===== config.mk =====
export PLATFORM = sky130hd
export DESIGN_NAME = pc_redirect_unit
export DESIGN_NICKNAME = d
export VERILOG_FILES = /design/src/rtl/pc_redirect_unit.sv
export SDC_FILE = /design/constraint.sdc
export NUM_CORES = 1
export LEC_CHECK = 0
export ABC_AREA = 1
export CORE_MARGIN = 8
export CORE_UTILIZATION = 25
export CTS_CLUSTER_DIAMETER = 200
export DETAILED_ROUTE_END_ITERATION = 6
export SLEW_MARGIN = 20
export SYNTH_ARGS = -nofsm -noshare
export SYNTH_HDL_FRONTEND = slang
export SYNTH_SLANG_ARGS = --single-unit
export TNS_END_PERCENT = 20

===== constraint.sdc =====
create_clock -name clk -period 3.3 [get_ports clk]
set_input_delay 0.495 -clock clk [delete_from_list [all_inputs] [get_ports clk]]
set_output_delay 0.495 -clock clk [all_outputs]
set_load 0.005 [all_outputs]

===== src/rtl/pc_redirect_unit.sv =====
// pc_redirect_unit: owns the fetch PC, applies hazard redirects, issues flushes and imem requests
module pc_redirect_unit #(
  parameter logic [31:0] RESET_PC = 32'h0000_0000,
  parameter int CNT_W = 16
) (
  input  logic             clk,
  input  logic             reset,
  input  logic             redirect_valid,
  input  logic [1:0]       redirect_sel,
  input  logic [31:0]      branch_target,
  input  logic [31:0]      jalr_target,
  input  logic [31:0]      jal_target,
  input  logic             stall,
  input  logic             imem_ready,
  output logic [31:0]      PC_OUT,
  output logic             imem_req,
  output logic             flush_IF_ID,
  output logic             flush_ID_EX,
  output logic [CNT_W-1:0] redirect_count,
  output logic             misaligned_fault
);
  typedef enum logic [1:0] {IDLE, FETCH, FLUSH, HALT} state_t;
  state_t state, state_n;
  logic [31:0] pc_n, target;
  logic [CNT_W-1:0] cnt_n;
  logic fi_n, fe_n, fault_n, take;
  assign take = redirect_valid && redirect_sel != 2'b11;
  assign target = redirect_sel == 2'b00 ? branch_target :
                  redirect_sel == 2'b01 ? {jalr_target[31:1], 1'b0} : jal_target;
  assign imem_req = state == FETCH;
  always_comb begin
    state_n = state;
    pc_n = PC_OUT;
    cnt_n = redirect_count;
    fault_n = misaligned_fault;
    fi_n = 1'b0;
    fe_n = 1'b0;
    case (state)
      IDLE: state_n = FETCH;
      FETCH, FLUSH: begin
        if (take) begin
          pc_n = target;
          if (|target[1:0]) begin
            fault_n = 1'b1;
            state_n = HALT;
          end else begin
            fi_n = 1'b1;
            fe_n = redirect_sel == 2'b00;
            cnt_n = &redirect_count ? redirect_count : redirect_count + CNT_W'(1);
            state_n = FLUSH;
          end
        end else if (state == FLUSH) begin
          state_n = FETCH;
        end else if (!stall && imem_ready) begin
          pc_n = PC_OUT + 32'd4;
        end
      end
      default: state_n = HALT;
    endcase
  end
  always_ff @(posedge clk) begin
    if (!reset) begin
      state <= IDLE;
      PC_OUT <= RESET_PC;
      flush_IF_ID <= 1'b0;
      flush_ID_EX <= 1'b0;
      redirect_count <= '0;
      misaligned_fault <= 1'b0;
    end else begin
      state <= state_n;
      PC_OUT <= pc_n;
      flush_IF_ID <= fi_n;
      flush_ID_EX <= fe_n;
      redirect_count <= cnt_n;
      misaligned_fault <= fault_n;
    end
  end
endmodule


==> results_dict.tcl, run 1 <==
set metrics [dict create \
    run_status "complete, no violations" \
    drv_slew 0 \
    r2r_start "state[0]$_SDFFE_PN0P_" \
    wl_met3_um 1050 \
    dpl_cell_area_um2 5530 \
    total_power_uw 2510 \
    post_cts_buffers 0 \
    whs_path_depth 2 \
    drc_errors 0 \
    clock_latency_ns 0.30 \
    syn_nets 761 \
    synth_cell_types 36 \
    rrSetupSlack_ns 1.39 \
    grt_pass1_vias 4703 \
    cts_tree "yes" \
    max_freq_ghz 0.517 \
    startpoint_type "input pin" \
    synthFlopType "dfxtp_1" \
    viasPerCell 4.75 \
    cts-root-buf "clkbuf_16" \
    ant_nets 0 \
    rsz0062_at_grt "no" \
    finalCriticalPeriod_ns 1.94 \
    met2_length_um 7410 \
    grt_usage_pct 15.2 \
    detail_route.wirelength_um 15100 \
    dieArea_um2 19700 \
    cp.required_ns 3.53 \
    endpoint_kind "register" \
    io_buffers 153 \
    leakage_uw 0.00206 \
    ctsHtreeMaxLevel 2 \
    critical_path_class "in -> reg" \
    cts_buffers 5 \
    syn_area_um2 3860 \
    met1_length_um 6510 \
    firstDrtPassIters 4 \
    slew_headroom_pct 50.7 \
    layout-drive-gt1-share_pct 3.54 \
    start_util_pct 25.5 \
    reg2reg_depth 9 \
    fin_tns_setup_ns 0 \
    grt_overflow 0 \
    die-height_um 140 \
    grt_pass1_wl_um 24500 \
    areaGrowthSynthToFinish_pct 47.5 \
    clock-sinks 53 \
    cp_data_arrival_time_ns 2.16 \
    place.gp.congestion 0.853 \
    worst-path-max-fanout 17 \
    internal_power_uw 1610 \
    clock_power_share_pct 25.0 \
    wire_per_inst_um 15.4 \
    antenna_cells 0 \
    fin_crit_sh_pct 58.6 \
    drt_iter0_markers 261 \
    worst_pin_slew_ns 0.738 \
    fin_nets 900 \
    synth_edf_count 0 \
    clk_pin_slew_worst_paths_ns 0.08 \
    syn_area_per_cell_um2 5.92 \
    die_w_um 140 \
    ios 155 \
    async_reset_ff_share_pct 0 \
    via_count 4652 \
    rows 45 \
    powerDensity_nw_per_um2 440 \
    netlist_instances 652 \
    ys_ff_latch 53 \
    ys_warn_count 0 \
    hold_class "reg -> reg" \
    clockBufferDepth 2 \
    ir_worst_vdd_mv 0.197 \
    clock_skew_ns 0.0111 \
    whs_endpoint "misaligned_fault$_SDFFE_PN0P_" \
    power_frac_seq_pct 37.2 \
    swShare_pct 35.9 \
    finalSetupViolations 0 \
    cts_hold_buffers 0 \
    hold_viol 0 \
    postLayoutCellArea_um2 5700 \
    ys_seq_area_share_pct 27.5 \
    rr_endpoint "PC_OUT[15]$_SDFFE_PN0P_" \
    power.share.combinational_pct 37.8 \
    core_area_um2 15100 \
    cts_resized 0 \
    hp-start "misaligned_fault$_SDFFE_PN0P_" \
    hpwl_um 11300 \
    max-cap-violations 0 \
    p_sw_uw 899 \
    grt_max_degree 37 \
    top_layer "met4" \
    antenna_found_initial 0 \
]
cells in the final DEF (no fill, tap or decap), types with 2 or more instances in the layout:
cell / netlist / routed
nand2_1: 227 / 227
clkdlybuf4s50_1: 0 / 152
a21oi_1: 78 / 78
nor2_1: 75 / 74
dfxtp_1: 53 / 53
nand3_1: 45 / 45
o21ai_0: 40 / 40
inv_1: 30 / 30
xor2_1: 11 / 11
nand4_1: 9 / 9
a22oi_1: 8 / 8
xnor2_1: 7 / 7
nor3_1: 7 / 7
buf_4: 3 / 7
nand3b_1: 6 / 6
ha_1: 6 / 6
clkbuf_16: 0 / 5
nand2_2: 3 / 3
a31oi_1: 3 / 3
nor2_2: 1 / 2
inv_2: 2 / 2
kinds of logic (layout without fill, tap and decap cells):
family / after synthesis / after routing / share of synthesized area [%]
DFF: 53 / 53 / 27.5
and+or+nand+nor: 379 / 379 / 41.0
xor gates and xnor gates: 18 / 18 / 4.08
buffers and inverters: 63 / 203 / 7.39
AOI/OAI and AO/OA: 133 / 133 / 18.1
adders and majority gates: 6 / 6 / 1.94
routing by layer:
layer | global-route usage, % | vias up
met3 | 4.11 | 7
met4 | 2.29 | 0
met1 | 18.0 | 2096
met2 | 27.3 | 130
met5 | 0 | -
li1 | - | 2419
worst max-delay path by stage:
stage	end	start	slack (ns)	cells after the start
final	redirect_count[2]$_SDFFE_PN0P_	redirect_sel[0]	1.36	9
after global routing	PC_OUT[15]$_SDFFE_PN0P_	state[0]$_SDFFE_PN0P_	1.15	9
after CTS	PC_OUT[24]$_SDFFE_PN0P_	redirect_sel[0]	1.33	10
after detailed placement	PC_OUT[24]$_SDFFE_PN0P_	redirect_sel[0]	1.00	10
after global placement	PC_OUT[24]$_SDFFE_PN0P_	redirect_sel[0]	1.03	10
after floorplan	redirect_count[4]$_SDFFE_PN0P_	redirect_sel[1]	1.76	10
synth_stat cells, types with 6 or more instances:
cell	count	area, um^2
a21oi_1	78	390
a22oi_1	8	60.1
buf_2	8	40.0
clkbuf_1	13	48.8
dfxtp_1	53	1060
ha_1	6	75.1
inv_1	30	113
nand2_1	227	852
nand3_1	45	225
nand3b_1	6	45.0
nand4_1	9	56.3
nor2_1	75	282
nor3_1	7	35.0
o21ai_0	40	200
xnor2_1	7	61.3
xor2_1	11	96.3
power by group through the flow:
stage	logic, uW	registers [uW]	clock network [uW]
final	947	932	626
after global placement	956	946	0
after floorplan	473	905	0
after CTS	966	933	636
after detailed placement	960	944	0
after global routing	1070	958	660
critical path, cell delays in order:
cell and delay, ns:
clkdlybuf4s50_1 0.57, nor2_2 0.08, nand2_1 0.10, nand2_1 0.09, nor2_4 0.16, nand3_4 0.21
inv_4 0.22, o21ai_0 0.11, a21oi_1 0.13
per-stage QoR:
step	hold WS, ns	utilization, %	worst slack, ns	cells
6_report	0.511	37.6	1.36	980
3_5_place_dp	0.499	36.5	1.00	972
4_1_cts	0.519	37.6	1.33	980
5_1_grt	0.531	37.6	1.15	980
3_3_place_gp	0.485	36.5	1.03	972
2_1_floorplan	0.460	-	1.76	652
layout make-up:
type,count,area [um^2]
Fill cell,1615,9450
Timing Repair Buffer,160,1580
Sequential cell,53,1060
Clock buffer,6,129
Multi-Input combinational cell,536,2520
Inverter,35,135
Tap cell,188,235
Clock inverter,2,38.8
flip-flops by register name, summed over array words and instances, names as in the netlist:
signal and cells:
PC_OUT 32, flush_ID_EX 1, flush_IF_ID 1, misaligned_fault 1
redirect_count 16, state 2
Power figures use the tool's default switching activity.
==> run 2, diff against run 1 <==
==> constraint.sdc (replaced) <==
create_clock -name clk -period 1.73 [get_ports clk]
set_input_delay 0.2595 -clock clk [delete_from_list [all_inputs] [get_ports clk]]
set_output_delay 0.2595 -clock clk [all_outputs]
set_load 0.005 [all_outputs]
==> run 2 against run 1 <==
Largest power group unchanged. Total power rose by 110%. Worst setup slack got worse by 1.3 ns. Cell count rose by 4.2%. Die area did not move. Clock skew fell by 0.0044 ns. Sequential share of layout area fell by 1.4 points. Highest routed layer unchanged. Worst hold slack got worse by 0.23 ns. Combinational power rose by 140%.
==> results_dict.tcl, run 2 (same netlist as run 1, synthesis figures left out) <==
set metrics [dict create \
    run_status "complete, no violations" \
    top_register "PC_OUT" \
    rrSetupSlack_ns 0.13 \
    rr_endpoint "PC_OUT[21]$_SDFFE_PN0P_" \
    slowest_delay_ns 0.56 \
    antenna_cells 0 \
    grt_max_degree 37 \
    firstDrtPassIters 4 \
    drt_iter0_markers 188 \
    hpwl_um 12300 \
    ant_nets 0 \
    r2r_start "PC_OUT[3]$_SDFFE_PN0P_" \
    cp_data_arrival_time_ns 1.40 \
    clock-sinks 53 \
    final_core_util_pct 40.9 \
    core_area_um2 15100 \
    detail_route.wirelength_um 15500 \
    slowest_stage "clkdlybuf4s50_1" \
    worst-path-max-fanout 4 \
    finalSetupViolations 0 \
    rsz0062_at_grt "no" \
    largest_registers "PC_OUT (32), redirect_count (16), state (2)" \
    layout-drive-gt1-share_pct 10.2 \
    finalCriticalPeriod_ns 1.66 \
    cts-root-buf "clkbuf_16" \
    dieArea_um2 19700 \
    slew_headroom_pct 71.2 \
    drv_slew 0 \
    cts_tree "yes" \
    grt_usage_pct 15.2 \
    whs_path_depth 2 \
    viasPerCell 4.67 \
    powerDensity_nw_per_um2 837 \
    cp.required_ns 1.47 \
    critical-path-top-delay-family "buffers and inverters" \
    largest_register_ff_count 32 \
    start_util_pct 25.5 \
    ios 155 \
    worst_pin_slew_ns 0.428 \
    fin_nets 942 \
    clk_pin_slew_worst_paths_ns 0.07 \
    leakage_uw 0.00231 \
    ir_worst_vdd_mv 0.405 \
    clockBufferDepth 2 \
    max-cap-violations 0 \
    dp_cells 1012 \
    hold_slack_ns 0.284 \
    die-height_um 140 \
    io_buffers 153 \
    grt_overflow 0 \
    drc_errors 0 \
    total_power_uw 5180 \
    rows 45 \
    fin_cells 1021 \
    endpoint_kind "output port" \
    areaGrowthSynthToFinish_pct 60.3 \
    hold_class "in -> reg" \
    antenna_found_initial 0 \
    final_common_cell "nand2_1" \
    wire_per_inst_um 15.2 \
    hp-start "redirect_sel[1]" \
    reg2reg_depth 9 \
    die_w_um 140 \
    clock_skew_ns 0.00666 \
    most-common-layout-cells "227 x nand2_1, 152 x clkdlybuf4s50_1, 77 x a21oi_1" \
    fin_crit_sh_pct 95.7 \
    path_cells "buf_4 -> clkdlybuf4s50_1" \
    hold_viol 0 \
    via_count 4773 \
    fin_tns_setup_ns 0 \
    worst-path-buf-inv 2 \
    clock_latency_ns 0.29 \
    startpoint_type "register" \
    max_freq_ghz 0.604 \
    grt_pass1_wl_um 24400 \
    grt_pass1_vias 4674 \
    critical_path_class "reg -> out" \
    place.gp.congestion 0.901 \
    whs_endpoint "flush_ID_EX$_SDFF_PP0_" \
    cts_buffers 5 \
    ctsHtreeMaxLevel 2 \
]
## run 2: cell count changes in the layout (fill, tap and decap cells not counted), sizes merged
cell	before	now
buf	8	49
## run 2: worst max path at each step
stage,cells past startpoint,to,startpoint
floorplan,9,redirect_count[1]$_SDFFE_PN0P_,state[0]$_SDFFE_PN0P_
global placement,11,PC_OUT[13]$_SDFFE_PN0P_,redirect_sel[0]
detailed placement,11,PC_OUT[13]$_SDFFE_PN0P_,redirect_sel[0]
CTS,9,PC_OUT[13]$_SDFFE_PN0P_,state[0]$_SDFFE_PN0P_
global route,10,PC_OUT[15]$_SDFFE_PN0P_,state[1]$_SDFFE_PN0P_
finish,2,PC_OUT[9],PC_OUT[9]$_SDFFE_PN0P_
## run 2: what timing repair did
| item | in CTS | in global routing |
|---|---|---|
| resized for setup | 1 | 19 |
| endpoints found under the setup margin | 2 | 28 |
| cloned | 0 | 1 |
| buffers inserted | 0 | 1 |
| hold buffers | 0 | 0 |
| pin swaps | 0 | 5 |
## run 2: metrics by stage
step,cell area [um^2],setup slack [ns]
2_1_floorplan,3860,0.221
3_3_place_gp,5920,-0.145
3_5_place_dp,5920,-0.145
4_1_cts,6080,0.0110
5_1_grt,6190,0.000298
6_report,6190,0.0749
## run 2: final cells by class
type	count	area (um^2)
repair buffers	202	2000
clock inverters	2	35.0
well taps	188	235
multi-input cells	536	2600
clock buffers	5	125
fillers	1626	8960
inverters	35	135
flip-flops and latches	53	1060
## run 2: power by group
group	leakage [uW]	internal (uW)	total [uW]	switching (uW)
Clock	0.0000797	674	1140	469
Combinational	0.00179	1260	2290	1030
Sequential	0.000433	1450	1750	297
Total	0.00231	3390	5180	1790
## run 2: layer usage
layer	track usage (%)	vias to the layer above	share of wire (%)
li1	-	2507	-
met1	18.5	2158	44
met5	0	-	0
met2	26.8	104	49
met3	4.18	4	6.0
met4	1.94	0	0.38
